==> config.mk <==
export PLATFORM = sky130hd
export DESIGN_NAME = reg_checkpoint_tracker
export DESIGN_NICKNAME = d
export VERILOG_FILES = /design/src/rtl/reg_checkpoint_tracker.sv
export SDC_FILE = /design/constraint.sdc
export NUM_CORES = 1
export LEC_CHECK = 0
export BUFFER_PORTS_ARGS = -buffer_cell sky130_fd_sc_hd__buf_2
export CORE_MARGIN = 5
export CORE_UTILIZATION = 60
export DETAILED_ROUTE_END_ITERATION = 8
export MAX_ROUTING_LAYER = met4
export PLACE_DENSITY = 0.9
export SKIP_CTS_REPAIR_TIMING = 1
export SYNTH_ARGS = -nofsm -noshare
export SYNTH_HDL_FRONTEND = slang
export SYNTH_SLANG_ARGS = --single-unit
==> constraint.sdc <==
create_clock -name clk -period 10.5 [get_ports clk]
set_clock_uncertainty 0.2 [all_clocks]
set_input_delay 0.525 -clock clk [delete_from_list [all_inputs] [get_ports clk]]
set_output_delay 0.525 -clock clk [all_outputs]
set_load 0.02 [all_outputs]
==> src/rtl/reg_checkpoint_tracker.sv <==
// Branch checkpoint tracker: records the physical r/s registers checked out under each
// unresolved branch and pulses restore with those masks on a mispredict. Optional macro: CKPT_ERR_CHECK_EN.
module reg_checkpoint_tracker #(
  parameter int NUM_D_REG = 16,
  parameter int NUM_S_REG = 8,
  parameter int NUM_CKPT  = 4
) (
  input  logic                         clk,
  input  logic                         rst,
  input  logic                         alloc_r_valid,
  input  logic [$clog2(NUM_D_REG)-1:0] alloc_r_addr,
  input  logic                         alloc_s_valid,
  input  logic [$clog2(NUM_S_REG)-1:0] alloc_s_addr,
  input  logic                         branch_valid,
  output logic [$clog2(NUM_CKPT)-1:0]  branch_tag,
  input  logic                         resolve_valid,
  input  logic                         resolve_correct,
  output logic                         full,
  output logic                         empty,
  output logic                         restore,
`ifdef CKPT_ERR_CHECK_EN
  output logic                         err,
`endif
  output logic [NUM_D_REG-1:0]         r_free_list,
  output logic [NUM_S_REG-1:0]         s_free_list
);

  localparam int PW = $clog2(NUM_CKPT);
  localparam int CW = PW + 1;

  logic [PW-1:0]        head_reg;
  logic [PW-1:0]        tail_reg;
  logic [CW-1:0]        count_reg;
  logic [NUM_D_REG-1:0] r_mask_all [NUM_CKPT];
  logic [NUM_S_REG-1:0] s_mask_all [NUM_CKPT];
  logic [NUM_D_REG-1:0] r_bit;
  logic [NUM_S_REG-1:0] s_bit;
  logic                 resolve_ok;
  logic                 correct;
  logic                 mispredict;
  logic                 accept_branch;

  assign full       = (count_reg == CW'(NUM_CKPT));
  assign empty      = (count_reg == '0);
  assign branch_tag = tail_reg;

  // Checkout is suppressed by reg_tracker while restore is high, so nothing is recorded then.
  always_comb begin
    r_bit = '0;
    s_bit = '0;
    if (alloc_r_valid && !restore) r_bit[alloc_r_addr] = 1'b1;
    if (alloc_s_valid && !restore) s_bit[alloc_s_addr] = 1'b1;
  end

  assign resolve_ok    = resolve_valid && !empty;
  assign correct       = resolve_ok && resolve_correct;
  assign mispredict    = resolve_ok && !resolve_correct;
  // A retiring head frees a slot in the same cycle, so a full tracker still accepts the pair.
  assign accept_branch = branch_valid && !restore && !mispredict && (!full || correct);

  genvar gi;
  generate
    for (gi = 0; gi < NUM_CKPT; gi++) begin : g_slot
      logic [NUM_D_REG-1:0] r_mask_reg;
      logic [NUM_S_REG-1:0] s_mask_reg;
      logic [PW-1:0]        offset;
      logic                 live;
      logic                 is_new;
      logic                 is_retired;

      assign offset     = PW'(gi) - head_reg;
      assign live       = ({1'b0, offset} < count_reg);
      assign is_new     = accept_branch && (tail_reg == PW'(gi));
      assign is_retired = correct && (head_reg == PW'(gi));

      always_ff @(posedge clk or posedge rst) begin
        if (rst) begin
          r_mask_reg <= '0;
          s_mask_reg <= '0;
        end else if (mispredict || is_new || is_retired) begin
          r_mask_reg <= '0;
          s_mask_reg <= '0;
        end else if (live) begin
          r_mask_reg <= r_mask_reg | r_bit;
          s_mask_reg <= s_mask_reg | s_bit;
        end
      end

      assign r_mask_all[gi] = r_mask_reg;
      assign s_mask_all[gi] = s_mask_reg;
    end
  endgenerate

  always_ff @(posedge clk or posedge rst) begin
    if (rst) begin
      head_reg    <= '0;
      tail_reg    <= '0;
      count_reg   <= '0;
      restore     <= 1'b0;
      r_free_list <= '0;
      s_free_list <= '0;
    end else begin
      restore     <= mispredict;
      r_free_list <= mispredict ? (r_mask_all[head_reg] | r_bit) : '0;
      s_free_list <= mispredict ? (s_mask_all[head_reg] | s_bit) : '0;
      if (mispredict) begin
        head_reg  <= tail_reg;
        count_reg <= '0;
      end else begin
        if (correct)       head_reg <= head_reg + PW'(1);
        if (accept_branch) tail_reg <= tail_reg + PW'(1);
        if (accept_branch && !correct)      count_reg <= count_reg + CW'(1);
        else if (correct && !accept_branch) count_reg <= count_reg - CW'(1);
      end
    end
  end

`ifdef CKPT_ERR_CHECK_EN
  always_ff @(posedge clk or posedge rst) begin
    if (rst) begin
      err <= 1'b0;
    end else if ((branch_valid && full && !correct) || (resolve_valid && empty)) begin
      err <= 1'b1;
    end
  end
`endif

endmodule

* Word-level counts from Yosys, hierarchy flattened
Cells that the tools add are included.
** Storage, ports and cells
- Logic and storage cells :: 131
- Bits in registers :: 128
- Output and inout bits :: 29
- Bits of input ports :: 14
** Cells by class
- Muxes and demuxes :: 35
- Reductions and logical operators :: 46
- Bitwise operators :: 12
- $lt $le $gt $ge :: 9
- $add $sub $neg :: 8
- Eq/ne operators :: 7
** Operators by type and width (count)
- 16-bit two-way mux :: 12
- 8-bit two-way mux :: 12
- 16-bit bitwise OR :: 5
- 8-bit bitwise OR :: 5
- 16-bit binary-select mux with 2-bit select :: 1
- 1-bit logical AND :: 20
- 8-bit binary-select mux with 2-bit select :: 1
- 2-bit by 3-bit < comparator with 1-bit output :: 4
- 2-bit nonzero test :: 5
- 1-bit logical OR :: 9
- 3-bit two-way mux :: 3
- 2-bit equality test (second input constant) :: 4
- 1-bit logical NOT :: 7
- 4-bit by 5-bit < comparator with 1-bit output (second input constant) :: 1
- 2-bit by 1-bit adder with 2-bit output (second input constant) :: 2
- 1-bit demux with 4-bit select :: 1
- 2-bit by 1-bit equality test with 1-bit output (second input constant) :: 2
- 4-bit by 1-bit >= comparator with 1-bit output (second input constant) :: 1
- 2-bit logical NOT :: 2
- 3-bit by 4-bit < comparator with 1-bit output (second input constant) :: 1
- 2-bit two-way mux :: 2
- 1-bit by 2-bit subtractor with 2-bit output (first input constant) :: 2
- 2-bit subtractor (first input constant) :: 2
- 3-bit by 1-bit adder with 3-bit output (second input constant) :: 1
- 11 further kinds :: 12

* Logic depth before layout (Yosys ltp)
- Word-level depth :: 12
- Gate-level depth with buffers :: 10
- Gate-level depth less buffers :: 7

* Least setup slack after synthesis
OpenSTA, ideal clock, no wires.
- Kind :: register to register
- Start point :: reg head_reg[1]
- End point :: reg g_slot[2].r_mask_reg[2]
- Library setup time :: 0.077 ns
- Cell stages (with the launch flop) :: 11
- Slack :: 7.768 ns
- Path buffers :: 3
- Clock period less this slack :: 2.732 ns
- Arrival time :: 2.455 ns
- Cells stage by stage :: dfrtp_1 clkbuf_1 clkbuf_1 inv_1 ha_1 inv_1 ha_1 a21oi_1 clkbuf_1 o21ai_0 a21oi_1
** Between the ends
- Cells in the longest elaborated chain, start to end :: 4
** RTL lines
- from (decl) :: line 31 : logic [PW-1:0] head_reg;
- from (signal assigned) :: line 107 : head_reg <= tail_reg;
- from (signal assigned) :: line 110 : if (correct) head_reg <= head_reg + PW'(1);
- branches (longest 4 deep; another with 2-bit by 3-bit < comparator with 1-bit output)
- to (signal assigned) :: line 84 : r_mask_reg <= r_mask_reg | r_bit;
- to (decl) :: line 64 : logic [NUM_D_REG-1:0] r_mask_reg;
Several ways; the timed one is not identified.
A chain may end at the register's enable or synchronous reset.

* Final worst setup path
- Start point :: reg head_reg[1]
- End point :: reg g_slot[2].r_mask_reg[9]
The elaborated chain is that of the path after synthesis.

==> metrics <==
RR Endpoint=g_slot[2].r_mask_reg[9]; max-cap viol count=0; slowest cell on the critical path=a21oi_2; PortBufs=42; kind of critical path=reg -> reg; crit share post-route=32.6%; Least-Margin Pin Slew=roughly 1.2 ns; Crit path max-delay family=compound AO/OA/AOI/OAI gates; htree depth=4; Lkg Pwr=0.00310 uW; HPWL Detailed=8.00 mm; Mapped Area=slightly below 0.006 sq mm; WP data required=10.72 ns; clk_lat worst skew=between 0.5 and 0.6 ns; maximum clock frequency=292 MHz; Sink Count=128; max-slew violations=0; design area=0.00675 sq mm; CP Buf/Inv Count=3; crit path capture type=flop; vias in the first global route=4961; synthesis-stage register bit count=128; Crit. Startpoint=head_reg[1]; Avg Inst Size Synth=10.7 sq um; WP data arrival=3.64 ns; post-detailed-route wirelength per cell=20.9 um; Initial Utilization=60.9%; routability cong.=0.835; min-delay worst type=in -> reg; Yosys warnings=0; Reg2Reg Depth=8; chip width=109 um; # diodes=0; syn nets=576; largest net degree at the start of global routing=70; dpl cell area=about 0.0062 sq mm; row cnt=36; maximum VDD drop=0.297 mV; Synth area leaders=dfrtp_1 55%, mux4_2 9.2%, a21oi_1 8.4%, o21ai_0 4.4%, nor2_1 4.3%; Syn-to-layout area delta=15.0%; antenna violations before repair=0; Final Setup Violations=0; first-pass GRT wire length=25.0 mm; power per cell area=around 280 mW/mm^2; Tmin final=3.42 ns; layout cell share with drive strength beyond 1=19.1%; unrepaired setup endpoints after global routing=no; max reg flops=64; Synth area leader=dfrtp_1; Root Driver=clkbuf_8; post-synthesis cell type count=37; io pins=43; vias per cell=between 6 and 7; Post-synth EDFFs=0; Commonest cells post-synth=128 x dfrtp_1, 99 x a21oi_1, 67 x nor2_1; Clock Pin Slew Worst Setup and Hold Paths=0.06 ns; final WL=around 15 mm; residual DRC count=0; CTS Buffer Depth=2; Tot Pwr=1910 uW; most numerous cell in the Yosys netlist=dfrtp_1; sequential element share of the synthesized area=between 50 and 60%; outcome=completed; Die Y=109 um; Synth top area share=54.6%; via count=between 4000 and 5000; DR pass1 iterations=7; slack of the critical path=7.08 ns; worst r2r src=head_reg[1]; reg2reg setup slack=7.08 ns; Num CTS Buffers=17; die area=0.0119 sq mm; Critical Path End=g_slot[2].r_mask_reg[9]; Fin. Hold Viols=0; crit-path max FO=29; Overall Global Routing Usage=29.0%; crit start category=flop; CP peak stage delay=0.92 ns; TNS Setup=0 ns; core area=0.00964 sq mm; antenna viol nets, final=0; CP Cell Sequence=buf_4, inv_1, ha_1, inv_1, ha_1, a21oi_2, o21ai_0, a21oi_1; Crit. path cell count=8; Final #Nets=a little over 600; grt total ovfl=0; worst slack, placed=7.35 ns; relative slew slack=20.2%; CTS tree=done; Post-synth top flop=dfrtp_1; Detailed Route Iter0 Violations=603; Synth Instances=549; asr flop ratio synth=100%
==> final cells by class <==
cell class                 instances  area [sq um]
fill                             650          2890
timing repair buffer              49           265
inverter                          56           213
clock buffer                      20           445
tap                              133           166
sequential                       128          3200
clock inverter                    12           134
multi-input combinational        333          2320
==> power breakdown <==
part | internal, uW | switching (uW)
sequential | 587 | 94.8
combinational | 205 | 449
clock | 350 | 224
==> per-stage QoR <==
step                cells  utilization (%)  hold slack (ns)
floorplan             549                -            0.257
global placement      698             63.9            0.271
detailed placement    698             63.9            0.282
CTS                   730             69.9          -0.0484
global route          731             70.0            0.183
finish                731             70.0            0.174
==> worst min-delay path: stages <==
cell and delay (ns):
buf_2 0.18, nand2_1 0.08, a32oi_1 0.09
==> worst min path at each step <==
stage | depth (start not counted) | slack (ns) | endpoint | startpoint
final | 3 | 0.17 | count_reg[2] | resolve_correct
after global routing | 3 | 0.18 | count_reg[2] | resolve_correct
after CTS | 2 | -0.05 | s_free_list[4] | rst
after detailed placement | 2 | 0.28 | g_slot[3].r_mask_reg[9] | g_slot[3].r_mask_reg[9]
after global placement | 2 | 0.27 | g_slot[3].s_mask_reg[7] | g_slot[3].s_mask_reg[7]
after floorplan | 2 | 0.26 | g_slot[3].r_mask_reg[0] | g_slot[3].r_mask_reg[0]
==> cells by family (layout without fill, tap and decap cells) <==
family	Yosys count	in the layout	share of synthesized area (%)
compound gates	189	189	18.0
fa+ha+maj	13	13	2.90
flops	128	128	54.6
buf+inv	88	137	5.97
simple gates	101	101	8.30
mux	29	29	10.1
xor+xnor	1	1	0.149
==> layer usage <==
layer	part of all wire, %	up-vias	track usage, %
met4	5.1	0	16.9
li1	-	1964	-
met1	36	2238	34.5
met5	0	-	-
met2	48	367	43.3
met3	11	93	9.59
==> layout by cell type, fill, tap and decap left out, drive strengths merged <==
cell / synthesis / routed
dfrtp: 128 / 128
a21oi: 99 / 99
nor2: 68 / 68
inv: 56 / 57
o21ai: 51 / 51
buf: 16 / 48
mux4: 24 / 24
o21a: 24 / 24
clkbuf: 16 / 20
ha: 12 / 12
nand2b: 11 / 11
nor3: 8 / 8
nand2: 6 / 6
clkinvlp: 0 / 5
a22o: 4 / 4
mux2i: 4 / 4
clkinv: 0 / 4
o21bai: 2 / 2
nand4bb: 2 / 2
bufinv: 0 / 2
o31ai: 2 / 2
and3: 1 / 1
a41oi: 1 / 1
a32oi: 1 / 1
mux2: 1 / 1
o22a: 1 / 1
a31oi: 1 / 1
o22ai: 1 / 1
xnor2: 1 / 1
nor4b: 1 / 1
o31a: 1 / 1
a21boi: 1 / 1
or3b: 1 / 1
nand3b: 1 / 1
or4b: 1 / 1
nand4b: 1 / 1
fa: 1 / 1
dlygate4sd3: 0 / 1
(Power assumes the default switching activity.)
